$ cat src/rtl/video_pkg.sv
// Shared raster timing defaults and pixel colour types for the video pipeline.
package video_pkg;

  localparam int H_VISIBLE    = 640;
  localparam int H_TOTAL      = 800;
  localparam int H_SYNC_START = 656;
  localparam int H_SYNC_END   = 752;
  localparam int V_VISIBLE    = 480;
  localparam int V_TOTAL      = 525;
  localparam int V_SYNC_START = 490;
  localparam int V_SYNC_END   = 492;
  localparam int PIPE_LAT     = 2;

  typedef struct packed {
    logic [3:0] r;
    logic [3:0] g;
    logic [3:0] b;
  } rgb_t;

  localparam rgb_t RGB_TRANSPARENT = '{r: 4'h0, g: 4'h0, b: 4'h0};

  // One tap of the sync/blank delay line.
  typedef struct packed {
    logic active;
    logic hsync_n;
    logic vsync_n;
  } sync_tap_t;

  localparam sync_tap_t SYNC_TAP_IDLE = '{active: 1'b0, hsync_n: 1'b1, vsync_n: 1'b1};

  function automatic logic is_opaque(input rgb_t c);
    return c != RGB_TRANSPARENT;
  endfunction

endpackage

$ cat src/rtl/video_mixer_if.sv
// Raster position out to the layer datapaths, layer colours back in, VGA pixel out.
interface video_mixer_if;

  logic [8:0] row;
  logic [9:0] col;
  logic       vblank;
  logic       hblank;
  logic       frame_start;
  logic [3:0] tile_r;
  logic [3:0] tile_g;
  logic [3:0] tile_b;
  logic [3:0] sprite_r;
  logic [3:0] sprite_g;
  logic [3:0] sprite_b;
  logic [3:0] vga_r;
  logic [3:0] vga_g;
  logic [3:0] vga_b;
  logic       vga_hsync_n;
  logic       vga_vsync_n;

  modport master (
    output row, col, vblank, hblank, frame_start,
    input  tile_r, tile_g, tile_b, sprite_r, sprite_g, sprite_b,
    output vga_r, vga_g, vga_b, vga_hsync_n, vga_vsync_n
  );

  modport slave (
    input  row, col, vblank, hblank, frame_start,
    output tile_r, tile_g, tile_b, sprite_r, sprite_g, sprite_b,
    input  vga_r, vga_g, vga_b, vga_hsync_n, vga_vsync_n
  );

endinterface

$ cat src/rtl/vga_timing.sv
// Free-running h/v raster counters with registered position, blanking, sync and frame pulse.
module vga_timing
  import video_pkg::*;
#(
  parameter int H_VISIBLE    = video_pkg::H_VISIBLE,
  parameter int H_TOTAL      = video_pkg::H_TOTAL,
  parameter int H_SYNC_START = video_pkg::H_SYNC_START,
  parameter int H_SYNC_END   = video_pkg::H_SYNC_END,
  parameter int V_VISIBLE    = video_pkg::V_VISIBLE,
  parameter int V_TOTAL      = video_pkg::V_TOTAL,
  parameter int V_SYNC_START = video_pkg::V_SYNC_START,
  parameter int V_SYNC_END   = video_pkg::V_SYNC_END
) (
  input  logic       clk,
  input  logic       rst_n,
  output logic [8:0] row,
  output logic [9:0] col,
  output logic       vblank,
  output logic       hblank,
  output logic       frame_start,
  output logic       hsync_n,
  output logic       vsync_n
);

  logic [9:0] hcount_reg;
  logic [9:0] vcount_reg;
  logic       h_wrap;
  logic       v_wrap;

  assign h_wrap = (hcount_reg == 10'(H_TOTAL - 1));
  assign v_wrap = (vcount_reg == 10'(V_TOTAL - 1));

  // Outputs describe the counter values of the current cycle, so they trail the counters by one edge.
  always_ff @(posedge clk or negedge rst_n) begin
    if (!rst_n) begin
      hcount_reg  <= '0;
      vcount_reg  <= '0;
      row         <= '0;
      col         <= '0;
      vblank      <= 1'b0;
      hblank      <= 1'b0;
      frame_start <= 1'b0;
      hsync_n     <= 1'b1;
      vsync_n     <= 1'b1;
    end else begin
      hcount_reg <= h_wrap ? '0 : hcount_reg + 10'd1;
      if (h_wrap) begin
        vcount_reg <= v_wrap ? '0 : vcount_reg + 10'd1;
      end
      col         <= hcount_reg;
      row         <= (vcount_reg < 10'(V_VISIBLE)) ? vcount_reg[8:0] : '0;
      vblank      <= (vcount_reg >= 10'(V_VISIBLE));
      hblank      <= (hcount_reg >= 10'(H_VISIBLE));
      frame_start <= (hcount_reg == '0) && (vcount_reg == '0);
      hsync_n     <= !((hcount_reg >= 10'(H_SYNC_START)) && (hcount_reg < 10'(H_SYNC_END)));
      vsync_n     <= !((vcount_reg >= 10'(V_SYNC_START)) && (vcount_reg < 10'(V_SYNC_END)));
    end
  end

endmodule

$ cat src/rtl/video_mixer.sv
// Raster timing plus latency-matched compositing of sprite over tile into the VGA pixel.
module video_mixer
  import video_pkg::*;
#(
  parameter int H_VISIBLE    = video_pkg::H_VISIBLE,
  parameter int H_TOTAL      = video_pkg::H_TOTAL,
  parameter int H_SYNC_START = video_pkg::H_SYNC_START,
  parameter int H_SYNC_END   = video_pkg::H_SYNC_END,
  parameter int V_VISIBLE    = video_pkg::V_VISIBLE,
  parameter int V_TOTAL      = video_pkg::V_TOTAL,
  parameter int V_SYNC_START = video_pkg::V_SYNC_START,
  parameter int V_SYNC_END   = video_pkg::V_SYNC_END,
  parameter int PIPE_LAT     = video_pkg::PIPE_LAT
) (
  input  logic          clk,
  input  logic          rst_n,
  video_mixer_if.master bus
);

  logic [8:0] row;
  logic [9:0] col;
  logic       vblank;
  logic       hblank;
  logic       frame_start;
  logic       hsync_n;
  logic       vsync_n;
  logic       run_reg;
  sync_tap_t  tap_in;
  sync_tap_t  mix_tap;
  sync_tap_t  out_tap;
  rgb_t       sprite_c;
  rgb_t       tile_c;
  rgb_t       mix_next;
  rgb_t       vga_reg;

  vga_timing #(
    .H_VISIBLE    (H_VISIBLE),
    .H_TOTAL      (H_TOTAL),
    .H_SYNC_START (H_SYNC_START),
    .H_SYNC_END   (H_SYNC_END),
    .V_VISIBLE    (V_VISIBLE),
    .V_TOTAL      (V_TOTAL),
    .V_SYNC_START (V_SYNC_START),
    .V_SYNC_END   (V_SYNC_END)
  ) u_timing (
    .clk         (clk),
    .rst_n       (rst_n),
    .row         (row),
    .col         (col),
    .vblank      (vblank),
    .hblank      (hblank),
    .frame_start (frame_start),
    .hsync_n     (hsync_n),
    .vsync_n     (vsync_n)
  );

  // The timing outputs hold reset values for the cycle before the first real pixel; keep that out of the line.
  always_ff @(posedge clk or negedge rst_n) begin
    if (!rst_n) begin
      run_reg <= 1'b0;
    end else begin
      run_reg <= 1'b1;
    end
  end

  assign tap_in = '{active: run_reg && !hblank && !vblank, hsync_n: hsync_n, vsync_n: vsync_n};

  for (genvar gi = 0; gi <= PIPE_LAT; gi++) begin : g_dly
    sync_tap_t tap_reg;
    sync_tap_t tap_prev;
    if (gi == 0) begin : g_head
      assign tap_prev = tap_in;
    end else begin : g_link
      assign tap_prev = g_dly[gi-1].tap_reg;
    end
    always_ff @(posedge clk or negedge rst_n) begin
      if (!rst_n) begin
        tap_reg <= SYNC_TAP_IDLE;
      end else begin
        tap_reg <= tap_prev;
      end
    end
  end

  // Mixing consumes the tap one stage early so the colour register lands in step with the syncs.
  assign mix_tap  = g_dly[PIPE_LAT-1].tap_reg;
  assign out_tap  = g_dly[PIPE_LAT].tap_reg;
  assign sprite_c = '{r: bus.sprite_r, g: bus.sprite_g, b: bus.sprite_b};
  assign tile_c   = '{r: bus.tile_r, g: bus.tile_g, b: bus.tile_b};

  always_comb begin
    mix_next = RGB_TRANSPARENT;
    if (mix_tap.active) begin
      mix_next = is_opaque(sprite_c) ? sprite_c : tile_c;
    end
  end

  always_ff @(posedge clk or negedge rst_n) begin
    if (!rst_n) begin
      vga_reg <= RGB_TRANSPARENT;
    end else begin
      vga_reg <= mix_next;
    end
  end

  assign bus.row         = row;
  assign bus.col         = col;
  assign bus.vblank      = vblank;
  assign bus.hblank      = hblank;
  assign bus.frame_start = frame_start;
  assign bus.vga_r       = vga_reg.r;
  assign bus.vga_g       = vga_reg.g;
  assign bus.vga_b       = vga_reg.b;
  assign bus.vga_hsync_n = out_tap.hsync_n;
  assign bus.vga_vsync_n = out_tap.vsync_n;

endmodule

$ cat src/flat_wrapper.sv
// flat-port wrapper written by rule: the top's interface ports become plain ports
module video_mixer_flat import video_pkg::*;
#(
  parameter int H_VISIBLE    = video_pkg::H_VISIBLE,
  parameter int H_TOTAL      = video_pkg::H_TOTAL,
  parameter int H_SYNC_START = video_pkg::H_SYNC_START,
  parameter int H_SYNC_END   = video_pkg::H_SYNC_END,
  parameter int V_VISIBLE    = video_pkg::V_VISIBLE,
  parameter int V_TOTAL      = video_pkg::V_TOTAL,
  parameter int V_SYNC_START = video_pkg::V_SYNC_START,
  parameter int V_SYNC_END   = video_pkg::V_SYNC_END,
  parameter int PIPE_LAT     = video_pkg::PIPE_LAT
)
  (clk, rst_n, bus_row, bus_col, bus_vblank, bus_hblank, bus_frame_start, bus_tile_r, bus_tile_g, bus_tile_b, bus_sprite_r, bus_sprite_g, bus_sprite_b, bus_vga_r, bus_vga_g, bus_vga_b, bus_vga_hsync_n, bus_vga_vsync_n);
  video_mixer_if bus_i ();
  input  logic clk;
  input  logic rst_n;
  output wire logic [$bits(bus_i.row)-1:0] bus_row;
  output wire logic [$bits(bus_i.col)-1:0] bus_col;
  output wire logic [$bits(bus_i.vblank)-1:0] bus_vblank;
  output wire logic [$bits(bus_i.hblank)-1:0] bus_hblank;
  output wire logic [$bits(bus_i.frame_start)-1:0] bus_frame_start;
  input wire logic [$bits(bus_i.tile_r)-1:0] bus_tile_r;
  input wire logic [$bits(bus_i.tile_g)-1:0] bus_tile_g;
  input wire logic [$bits(bus_i.tile_b)-1:0] bus_tile_b;
  input wire logic [$bits(bus_i.sprite_r)-1:0] bus_sprite_r;
  input wire logic [$bits(bus_i.sprite_g)-1:0] bus_sprite_g;
  input wire logic [$bits(bus_i.sprite_b)-1:0] bus_sprite_b;
  output wire logic [$bits(bus_i.vga_r)-1:0] bus_vga_r;
  output wire logic [$bits(bus_i.vga_g)-1:0] bus_vga_g;
  output wire logic [$bits(bus_i.vga_b)-1:0] bus_vga_b;
  output wire logic [$bits(bus_i.vga_hsync_n)-1:0] bus_vga_hsync_n;
  output wire logic [$bits(bus_i.vga_vsync_n)-1:0] bus_vga_vsync_n;
  assign bus_row = bus_i.row;
  assign bus_col = bus_i.col;
  assign bus_vblank = bus_i.vblank;
  assign bus_hblank = bus_i.hblank;
  assign bus_frame_start = bus_i.frame_start;
  assign bus_i.tile_r = bus_tile_r;
  assign bus_i.tile_g = bus_tile_g;
  assign bus_i.tile_b = bus_tile_b;
  assign bus_i.sprite_r = bus_sprite_r;
  assign bus_i.sprite_g = bus_sprite_g;
  assign bus_i.sprite_b = bus_sprite_b;
  assign bus_vga_r = bus_i.vga_r;
  assign bus_vga_g = bus_i.vga_g;
  assign bus_vga_b = bus_i.vga_b;
  assign bus_vga_hsync_n = bus_i.vga_hsync_n;
  assign bus_vga_vsync_n = bus_i.vga_vsync_n;
  video_mixer #(.H_VISIBLE(H_VISIBLE), .H_TOTAL(H_TOTAL), .H_SYNC_START(H_SYNC_START), .H_SYNC_END(H_SYNC_END), .V_VISIBLE(V_VISIBLE), .V_TOTAL(V_TOTAL), .V_SYNC_START(V_SYNC_START), .V_SYNC_END(V_SYNC_END), .PIPE_LAT(PIPE_LAT)) u_core (.clk(clk), .rst_n(rst_n), .bus(bus_i));
endmodule
$ cat config.mk
export PLATFORM = sky130hd
export DESIGN_NAME = video_mixer_flat
export DESIGN_NICKNAME = d
export VERILOG_FILES = /design/src/rtl/video_pkg.sv /design/src/rtl/video_mixer_if.sv /design/src/rtl/vga_timing.sv /design/src/rtl/video_mixer.sv /design/src/flat_wrapper.sv
export SDC_FILE = /design/constraint.sdc
export NUM_CORES = 1
export LEC_CHECK = 0
export ABC_AREA = 0
export CAP_MARGIN = 20
export CORE_AREA = 2 2 74 76
export CTS_CLUSTER_SIZE = 25
export DETAILED_ROUTE_END_ITERATION = 16
export DIE_AREA = 0 0 76 78
export PLACE_DENSITY_LB_ADDON = 0.05
export SLEW_MARGIN = 10
export SYNTH_ARGS = -nofsm -noshare
export SYNTH_HDL_FRONTEND = slang
export SYNTH_SLANG_ARGS = --single-unit
$ cat constraint.sdc
create_clock -name clk -period 3.2 [get_ports clk]
set_input_delay 0.64 -clock clk [delete_from_list [all_inputs] [get_ports clk]]
set_output_delay 0.64 -clock clk [all_outputs]
set_load 0.005 [all_outputs]
==> metrics, run 1 <==
status=finished, final reports clean; DP HPWL=3.32 mm; crit path cell chain=or4b_1 -> or3_1 -> a21o_1 -> a21o_1; worst vdd ir=0.321 mV; worst slack at placement=954 ps; Min-Delay Path Class=register to register; DIE AREA=0.00593 mm²; nets=298; Critical Path Sink Type=register; IO Port Bufs=61; antenna-violating nets left=0; # IOs=62; Root Driver=clkbuf_8; P&R area growth vs syn=34.8%; WP data arrival=2350 ps; FF/Latch Area=0.00164 mm²; slowest CP cell=or4b_1; crit start category=register; Antenna Cells=0; final cell count without fillers=343; Core ar.=0.00504 mm²; data required time of the worst path=3420 ps; final worst path period need=2120 ps; biggest area consumer among synthesized cells=dfrtp_1; Power, Total=1530 µW; Post-CTS Setup Repair Bufs=0; die extent in y=78 µm; CTS H-Tree Depth=3; average size of a mapped cell=12.2 µm²; met2 wire length=2.22 mm; WHS=350 ps; most frequent cell after synthesis=dfrtp_1; largest net degree at the start of global routing=66; Largest stage delay, worst path=690 ps; antenna violations before repair=0; crit-path most repeated cell=a21o_1; routed length per instance=13.9 µm; Post-synth top cells=57 x dfrtp_1, 13 x a21oi_1, 13 x nand3_1, 12 x nor2_1, 12 x nor2b_1; Mapped Cells=202; Syn Nets=232; hold buffer count at cts=0; Main synth FF type=dfrtp_1; worst slew pin tran=783 ps; met3 wire length=304 µm; Synth async-reset ratio=100%; cts bufs inserted=9; clk_skew=6.79 ps; fin crit share=66.4%; Max-Cap Viols=0; Max Slew Vio Count=0; vias in the first global route=1732; unrepaired setup endpoints after global routing=no; clock sinks=65; setup violators final=0; CTS tree=yes; Fin. Hold Viols=0; mapped cell area=0.00246 mm²; drt first-iter violations=45; # fillers=411; Lkg Pwr=0.00146 µW; Initial Util=48.8%; Vias/cell=4.98; share of cells above drive strength 1=10.3%; Yosys Warn Count=0; DR top layer=met4; worst skew pair latency=320 ps; TNS Setup=0 ps; EDFF count, synth=0; register bit total from synthesis=65; GP Congestion=0.744; Resize count post-CTS=0; max_slew headroom=47.8%; crit-path max FO=8; number of remaining DRC errors=0; Die X=76 µm; PwrDens=462 mW/mm²; leading post-synthesis cells by cell area=dfrtp_1 58%, dfstp_2 8.5%, nor2b_1 3.1%, a21oi_1 2.6%, nand3_1 2.6%; Worst Setup Path Type=register to register; first-pass GRT wire length=8.56 mm; First-pass DRT Iterations=4; Placed Cells=327; routed wire length=4.78 mm; top-area cell type share of the netlist area=58.0%; Final WS setup=1080 ps; via count=1708; Multi-input gate area=761 µm²; sequential area share after synthesis=66.5%; Overflow after GRT=0; Netlist cell types=33; clock slew at reported path FFs=70 ps; maximum clock rate=471 MHz; Site Rows=26; wl on met1=2.25 mm; GRT Resource Usage Total=18.3%; clk buf depth=2
==> area by class of cell <==
type / instances / share of cell area [%]
flip-flops and latches: 65 / 49.3
multi-input cells: 121 / 22.9
well taps: 70 / 2.64
inverters: 8 / 0.905
clock inverters: 5 / 0.905
repair buffers: 63 / 18.7
clock buffers: 11 / 4.56
==> power by group <==
| group | leakage (µW) | switching [µW] | total [µW] | internal [µW] |
|---|---|---|---|---|
| clock network | 0.0000911 | 303 | 622 | 319 |
| logic | 0.000530 | 29.6 | 75.5 | 45.9 |
| registers | 0.000837 | 3.70 | 835 | 831 |
==> layer usage <==
| metal | vias to the layer above | global-route usage (%) |
|---|---|---|
| met2 | 56 | 28.9 |
| met1 | 821 | 24.3 |
| met4 | 0 | 4.91 |
| li1 | 829 | - |
| met5 | - | 0 |
| met3 | 2 | 6.16 |
==> layout by cell type (no fill, tap or decap), types with 2 or more instances in the layout <==
master / count
a21o_1: 2
a21oi_1: 13
and2_1: 6
and3_1: 5
and4_1: 3
buf_4: 2
clkbuf_8: 11
clkdlybuf4s50_1: 60
clkinv_2: 3
clkinvlp_4: 2
dfrtp_1: 57
dfstp_2: 8
ha_1: 4
inv_1: 8
nand2_1: 6
nand3_1: 13
nand4_1: 5
nor2_1: 12
nor2b_1: 12
nor3_1: 3
nor4_1: 10
o21ai_0: 5
xnor2_1: 6
xor2_1: 4
==> kinds of logic (layout without fill, tap and decap cells) <==
| family | after synthesis | in the layout | synth area share (%) |
|---|---|---|---|
| compound gates | 23 | 23 | 5.29 |
| other cells | 1 | 1 | 0.152 |
| flops | 65 | 65 | 66.5 |
| mux | 1 | 1 | 0.407 |
| buf+inv | 16 | 87 | 2.59 |
| simple gates | 82 | 82 | 19.5 |
| fa+ha+maj | 4 | 4 | 2.03 |
| xor+xnor | 10 | 10 | 3.56 |
==> path summary, 6_finish.rpt <==
check                                         startpoint                            end  slack [ps]  cells after the start
setup / recovery           u_core.u_timing.hcount_reg[5]  u_core.u_timing.vcount_reg[3]        1080                      4
hold / removal                u_core.g_dly[0].tap_reg[2]     u_core.g_dly[1].tap_reg[2]         350                      0
setup reg to reg           u_core.u_timing.hcount_reg[5]  u_core.u_timing.vcount_reg[3]        1080                      4
hold reg to reg               u_core.g_dly[0].tap_reg[2]     u_core.g_dly[1].tap_reg[2]         350                      0
max in group asynchronous                          rst_n  u_core.u_timing.hcount_reg[4]        2210                      2
min in group asynchronous                          rst_n            u_core.bus.vga_r[3]         480                      2
==> worst max-delay path: cells and delay by family, from the launching register on <==
family,cells,cell delay (ps)
AND/OR/NAND/NOR,2,1200
flip-flops,1,470
AO/OA/AOI/OAI,2,360
==> through the flow <==
| step | util [%] | cell area, µm² |
|---|---|---|
| after floorplan | - | 2460 |
| after CTS | 65.8 | 3320 |
| after global placement | 62.2 | 3140 |
| after global routing | 65.8 | 3320 |
| after detailed placement | 62.2 | 3140 |
| final | 65.8 | 3320 |
(Power assumes the default switching activity.)
==> run 2, diff against run 1 <==
--- a/config.mk
+++ b/config.mk
@@ -7,10 +7,10 @@
 export LEC_CHECK = 0
 export ABC_AREA = 0
 export CAP_MARGIN = 20
-export CORE_AREA = 2 2 74 76
+export CORE_AREA = 2 2 75 77
 export CTS_CLUSTER_SIZE = 25
 export DETAILED_ROUTE_END_ITERATION = 16
-export DIE_AREA = 0 0 76 78
+export DIE_AREA = 0 0 77 79
 export PLACE_DENSITY_LB_ADDON = 0.05
 export SLEW_MARGIN = 10
 export SYNTH_ARGS = -nofsm -noshare
==> constraint.sdc (replaced) <==
create_clock -name clk -period 2.2 [get_ports clk]
set_input_delay 0.44 -clock clk [delete_from_list [all_inputs] [get_ports clk]]
set_output_delay 0.44 -clock clk [all_outputs]
set_load 0.005 [all_outputs]
==> metrics, run 2 (synthesis gave the netlist of run 1 again) <==
crit-path most repeated cell=a21o_1 (unchanged); Internal=1680 µW (was 1200 µW); clk_skew=6.09 ps (was 6.79 ps); Site Rows=27 (was 26); sw power=521 µW (was 336 µW); Min-Delay Path Class=input pin to asynchronous set/reset pin (was register to register); Die X=77 µm (was 76 µm); Root Driver=clkbuf_8 (unchanged); Power, Total=2200 µW (was 1530 µW); Worst Path Buf+Inv=0 (unchanged); IO Port Bufs=61 (unchanged); most common cell after layout, fill and taps aside=clkdlybuf4s50_1 (unchanged); Largest stage delay, worst path=610 ps (was 690 ps); CTS H-Tree Depth=3 (unchanged); via count=1771 (was 1708); crit-path max FO=7 (was 8); crit path cell chain=or4b_4 -> or3_1 -> a21o_1 -> a21o_1 (was or4b_1 -> or3_1 -> a21o_1 -> a21o_1); # IOs=62 (unchanged); clock slew at reported path FFs=70 ps (about the same); reg-to-reg slack, setup=190 ps (was 1080 ps); routed length per instance=14.3 µm (was 13.9 µm); slowest CP cell=or4b_4 (was or4b_1); Seq pwr share=55.1% (was 54.5%); PwrDens=654 mW/mm² (was 462 mW/mm²); WP data arrival=2250 ps (was 2350 ps); routed wire length=5.00 mm (was 4.78 mm); P&R area growth vs syn=36.9% (was 34.8%); Overflow after GRT=0 (unchanged); worst vdd ir=0.325 mV (was 0.321 mV); Max Slew Vio Count=0 (unchanged); clock sinks=65 (unchanged); nets=303 (was 298); share of cells above drive strength 1=12.6% (was 10.3%); R2R depth=4 (unchanged); data required time of the worst path=2440 ps (was 3420 ps); First-pass DRT Iterations=4 (unchanged); switching share of power=23.7% (was 21.9%); DP HPWL=3.50 mm (was 3.32 mm); Comb power frac=5.2% (was 4.9%); maximum clock rate=497 MHz (was 471 MHz); status=finished, final reports clean (unchanged); CTS tree=yes (unchanged); worst slack at placement=86.8 ps (was 954 ps); first-pass GRT wire length=8.59 mm (was 8.56 mm); hold buffer count at cts=0 (unchanged); die extent in y=79 µm (was 78 µm); TNS Setup=0 ps (unchanged); Fin. Hold Viols=0 (unchanged); antenna-violating nets left=0 (unchanged); Critical Path Sink Type=register (unchanged); finished layout cell area=0.00337 mm² (was 0.00332 mm²); Lkg Pwr=0.00148 µW (was 0.00146 µW); setup violators final=0 (unchanged); clock share of power=39.7% (was 40.6%); max_slew headroom=65.4% (was 47.8%); final worst path period need=2010 ps (was 2120 ps); GP Congestion=0.769 (was 0.744); worst slew pin tran=519 ps (was 783 ps); cts bufs inserted=9 (unchanged); drt first-iter violations=96 (was 45); number of remaining DRC errors=0 (unchanged); vias in the first global route=1777 (was 1732); clk buf depth=2 (unchanged); GRT Resource Usage Total=18.4% (was 18.3%); Post-DP Area=0.00319 mm² (was 0.00314 mm²); most frequent cells in the layout=60 x clkdlybuf4s50_1, 57 x dfrtp_1, 13 x a21oi_1, 13 x nand3_1 (unchanged); Core ar.=0.00534 mm² (was 0.00504 mm²); Initial Util=46.1% (was 48.8%); worst skew pair latency=340 ps (was 320 ps); antenna violations before repair=0 (unchanged); Worst Setup Path Type=register to register (unchanged); Final WS setup=189 ps (was 1080 ps); DIE AREA=0.00608 mm² (was 0.00593 mm²); CP Depth=4 (unchanged); unrepaired setup endpoints after global routing=no (unchanged); largest net degree at the start of global routing=45 (was 66); crit start category=register (unchanged); CP top delay family=simple AND/OR/NAND/NOR gates (unchanged); Vias/cell=5.06 (was 4.98); Antenna Cells=0 (unchanged); Max-Cap Viols=0 (unchanged); fin crit share=91.4% (was 66.4%)
run 2: changes by cell type in the layout (fill, tap and decap cells not counted):
cell | previous run | this run
buf_12 | 0 | 1
or4b_4 | 0 | 1
nor4_2 | 0 | 1
or4b_1 | 1 | 0
buf_4 | 2 | 6
nor4_1 | 10 | 9
clkbuf_8 | 11 | 9
clkinv_4 | 0 | 2
run 2: final timing paths:
path                                                      end                          start
worst max-delay path            u_core.u_timing.vcount_reg[3]  u_core.u_timing.hcount_reg[6]
worst min-delay path            u_core.u_timing.hcount_reg[3]                          rst_n
worst max register to register  u_core.u_timing.vcount_reg[3]  u_core.u_timing.hcount_reg[6]
worst min register to register     u_core.g_dly[1].tap_reg[2]     u_core.g_dly[0].tap_reg[2]
max in group asynchronous          u_core.g_dly[0].tap_reg[0]                          rst_n
min in group clk                   u_core.g_dly[1].tap_reg[2]     u_core.g_dly[0].tap_reg[2]
run 2: through the flow:
| step | cells | utilization [%] | hold WS, ps |
|---|---|---|---|
| floorplan | 202 | - | 144 |
| global placement | 334 | 59.7 | 335 |
| detailed placement | 334 | 59.7 | 346 |
| CTS | 350 | 62.9 | 76.6 |
| global route | 350 | 63.1 | 92.5 |
| finish | 350 | 63.1 | 65.5 |
run 2: timing repair:
item | CTS | global route
setup buffers | 0 | 0
resized for setup | 0 | 2
setup endpoints to repair | 0 | 1
run 2: routing by layer:
layer	wire length [µm]	vias up	track usage [%]
met5	0	-	0
met4	106	0	10.0
met1	2210	871	23.0
met3	308	8	6.02
li1	-	837	-
met2	2370	55	28.8
run 2: final cells by class:
cell class,instances,area [µm²]
fill,465,1970
multi-input combinational,121,771
timing repair buffer,68,671
tap,72,90.1
inverter,8,30.0
clock buffer,9,124
sequential,65,1640
clock inverter,7,47.5
run 2: worst reg2reg max path: cells and delay by family, from the launching register on:
| kind | cells | cell delay [ps] |
|---|---|---|
| simple gates | 2 | 1110 |
| compound gates | 2 | 350 |
| flops | 1 | 450 |
run 2: power groups by stage:
stage               logic [µW]  clock network (µW)  registers, µW
global placement           115                   0           1240
CTS                        117                 899           1210
finish                     114                 876           1210
floorplan                 15.7                   0           1240
detailed placement         116                   0           1240
global route               126                 965           1220
==> run 3, diff against run 2 <==
--- a/config.mk
+++ b/config.mk
@@ -7,10 +7,10 @@
 export LEC_CHECK = 0
 export ABC_AREA = 0
 export CAP_MARGIN = 20
-export CORE_AREA = 2 2 75 77
+export CORE_AREA = 2 2 96 61
 export CTS_CLUSTER_SIZE = 25
 export DETAILED_ROUTE_END_ITERATION = 16
-export DIE_AREA = 0 0 77 79
+export DIE_AREA = 0 0 98 63
 export PLACE_DENSITY_LB_ADDON = 0.05
 export SLEW_MARGIN = 10
 export SYNTH_ARGS = -nofsm -noshare
==> constraint.sdc (replaced) <==
create_clock -name clk -period 2.1 [get_ports clk]
set_input_delay 0.42 -clock clk [delete_from_list [all_inputs] [get_ports clk]]
set_output_delay 0.42 -clock clk [all_outputs]
set_load 0.005 [all_outputs]
==> metrics, run 3 (synthesis gave the netlist of run 1 again) <==
P&R area growth vs syn=37.9% (was 36.9%); status=finished, final reports clean (unchanged); reg-to-reg slack, setup=180 ps (was 190 ps); drt first-iter violations=89 (was 96); die extent in y=63 µm (was 79 µm); most common cell after layout, fill and taps aside=clkdlybuf4s50_1 (unchanged); routed wire length=4.93 mm (was 5.00 mm); crit path cell chain=or4b_1 -> buf_4 -> nor4_4 -> nor2_1 -> nor4_1 (was or4b_4 -> or3_1 -> a21o_1 -> a21o_1); largest net degree at the start of global routing=66 (was 45); finished layout cell area=0.00339 mm² (was 0.00337 mm²); First-pass DRT Iterations=4 (unchanged); Worst Path Buf+Inv=1 (was 0); share of cells above drive strength 1=12.1% (was 12.6%); Site Rows=21 (was 27); Die X=98 µm (was 77 µm); clk_skew=6.08 ps (was 6.09 ps); via count=1697 (was 1771); DIE AREA=0.00617 mm² (was 0.00608 mm²); Post-DP Area=0.00321 mm² (was 0.00319 mm²); nets=306 (was 303); number of remaining DRC errors=0 (unchanged); worst skew pair latency=340 ps (about the same); # fillers=439 (was 465); PwrDens=702 mW/mm² (was 654 mW/mm²); crit-path max FO=4 (was 7); DP HPWL=3.59 mm (was 3.50 mm); slowest CP cell=or4b_1 (was or4b_4); Placed Cells=334 (unchanged); Power, Total=2380 µW (was 2200 µW); Antenna Cells=0 (unchanged); clock slew at reported path FFs=70 ps (about the same); TNS Setup=0 ps (unchanged); crit start category=register (unchanged); Critical Path Sink Type=register (unchanged); Largest stage delay, worst path=580 ps (was 610 ps); first-pass GRT wire length=8.69 mm (was 8.59 mm); CTS H-Tree Depth=3 (unchanged); Root Driver=clkbuf_8 (unchanged); vias in the first global route=1673 (was 1777); GRT Resource Usage Total=18.4% (about the same); Max-Cap Viols=0 (unchanged); Fin. Hold Viols=0 (unchanged); GP Congestion=0.852 (was 0.769); Post-CTS Setup Repair Bufs=0 (unchanged); most frequent cells in the layout=60 x clkdlybuf4s50_1, 57 x dfrtp_1, 13 x a21oi_1, 13 x nand3_1 (unchanged); Core ar.=0.00533 mm² (was 0.00534 mm²); final worst path period need=1920 ps (was 2010 ps); cts bufs inserted=9 (unchanged); WP data arrival=2160 ps (was 2250 ps); CP top delay family=simple AND/OR/NAND/NOR gates (unchanged); hold buffer count at cts=0 (unchanged); IO Port Bufs=61 (unchanged); final cell count without fillers=350 (unchanged); Worst Setup Path Type=register to register (unchanged); Min-Delay Path Class=input pin to asynchronous set/reset pin (unchanged); worst vdd ir=0.518 mV (was 0.325 mV); routed length per instance=14.1 µm (was 14.3 µm); # IOs=62 (unchanged); Vias/cell=4.85 (was 5.06); data required time of the worst path=2340 ps (was 2440 ps); fin crit share=91.5% (was 91.4%); clk buf depth=2 (unchanged); antenna-violating nets left=0 (unchanged); Resize count post-CTS=0 (unchanged); CTS tree=yes (unchanged); Overflow after GRT=0 (unchanged); Lkg Pwr=0.00150 µW (was 0.00148 µW); antenna violations before repair=0 (unchanged); clock sinks=65 (unchanged); maximum clock rate=521 MHz (was 497 MHz); Max Slew Vio Count=0 (unchanged); setup violators final=0 (unchanged); Initial Util=46.1% (about the same); unrepaired setup endpoints after global routing=no (unchanged)
run 3: area by class of cell:
class | count | area [µm²] | share of cell area, %
Multi-Input combinational cell | 121 | 761 | 22.4
Sequential cell | 65 | 1640 | 48.2
Timing Repair Buffer | 71 | 693 | 20.4
Tap cell | 69 | 86.3 | 2.54
Inverter | 8 | 30.0 | 0.885
Clock inverter | 5 | 56.3 | 1.66
Clock buffer | 11 | 131 | 3.87
run 3: stage by stage:
step	util (%)	setup slack [ps]	hold WS, ps
4_1_cts	63.6	164	87.2
5_1_grt	63.6	1.29	108
3_5_place_dp	60.1	155	340
3_3_place_gp	60.1	166	333
2_1_floorplan	-	120	124
6_report	63.6	179	67.7
run 3: power breakdown:
part           internal, µW  switching [µW]
clock network           546             445
logic                  72.6            45.4
registers              1270            6.10
total                  1890             496
run 3: final timing paths:
check,end,start,cells past startpoint
worst min register to register,u_core.g_dly[1].tap_reg[2],u_core.g_dly[0].tap_reg[2],0
worst min-delay path,u_core.bus.vga_b[0],rst_n,2
worst max register to register,u_core.u_timing.vcount_reg[9],u_core.u_timing.hcount_reg[5],5
min in group clk,u_core.g_dly[1].tap_reg[2],u_core.g_dly[0].tap_reg[2],0
worst max-delay path,u_core.u_timing.vcount_reg[9],u_core.u_timing.hcount_reg[5],5
max in group asynchronous,u_core.u_timing.hsync_n,rst_n,2
run 3: layer usage:
layer / global-route usage [%] / up-vias / wire [µm]
li1: - / 846 / -
met1: 29.8 / 807 / 2740
met2: 22.3 / 37 / 1880
met3: 6.94 / 7 / 240
met4: 5.56 / 0 / 66
met5: 0 / - / 0
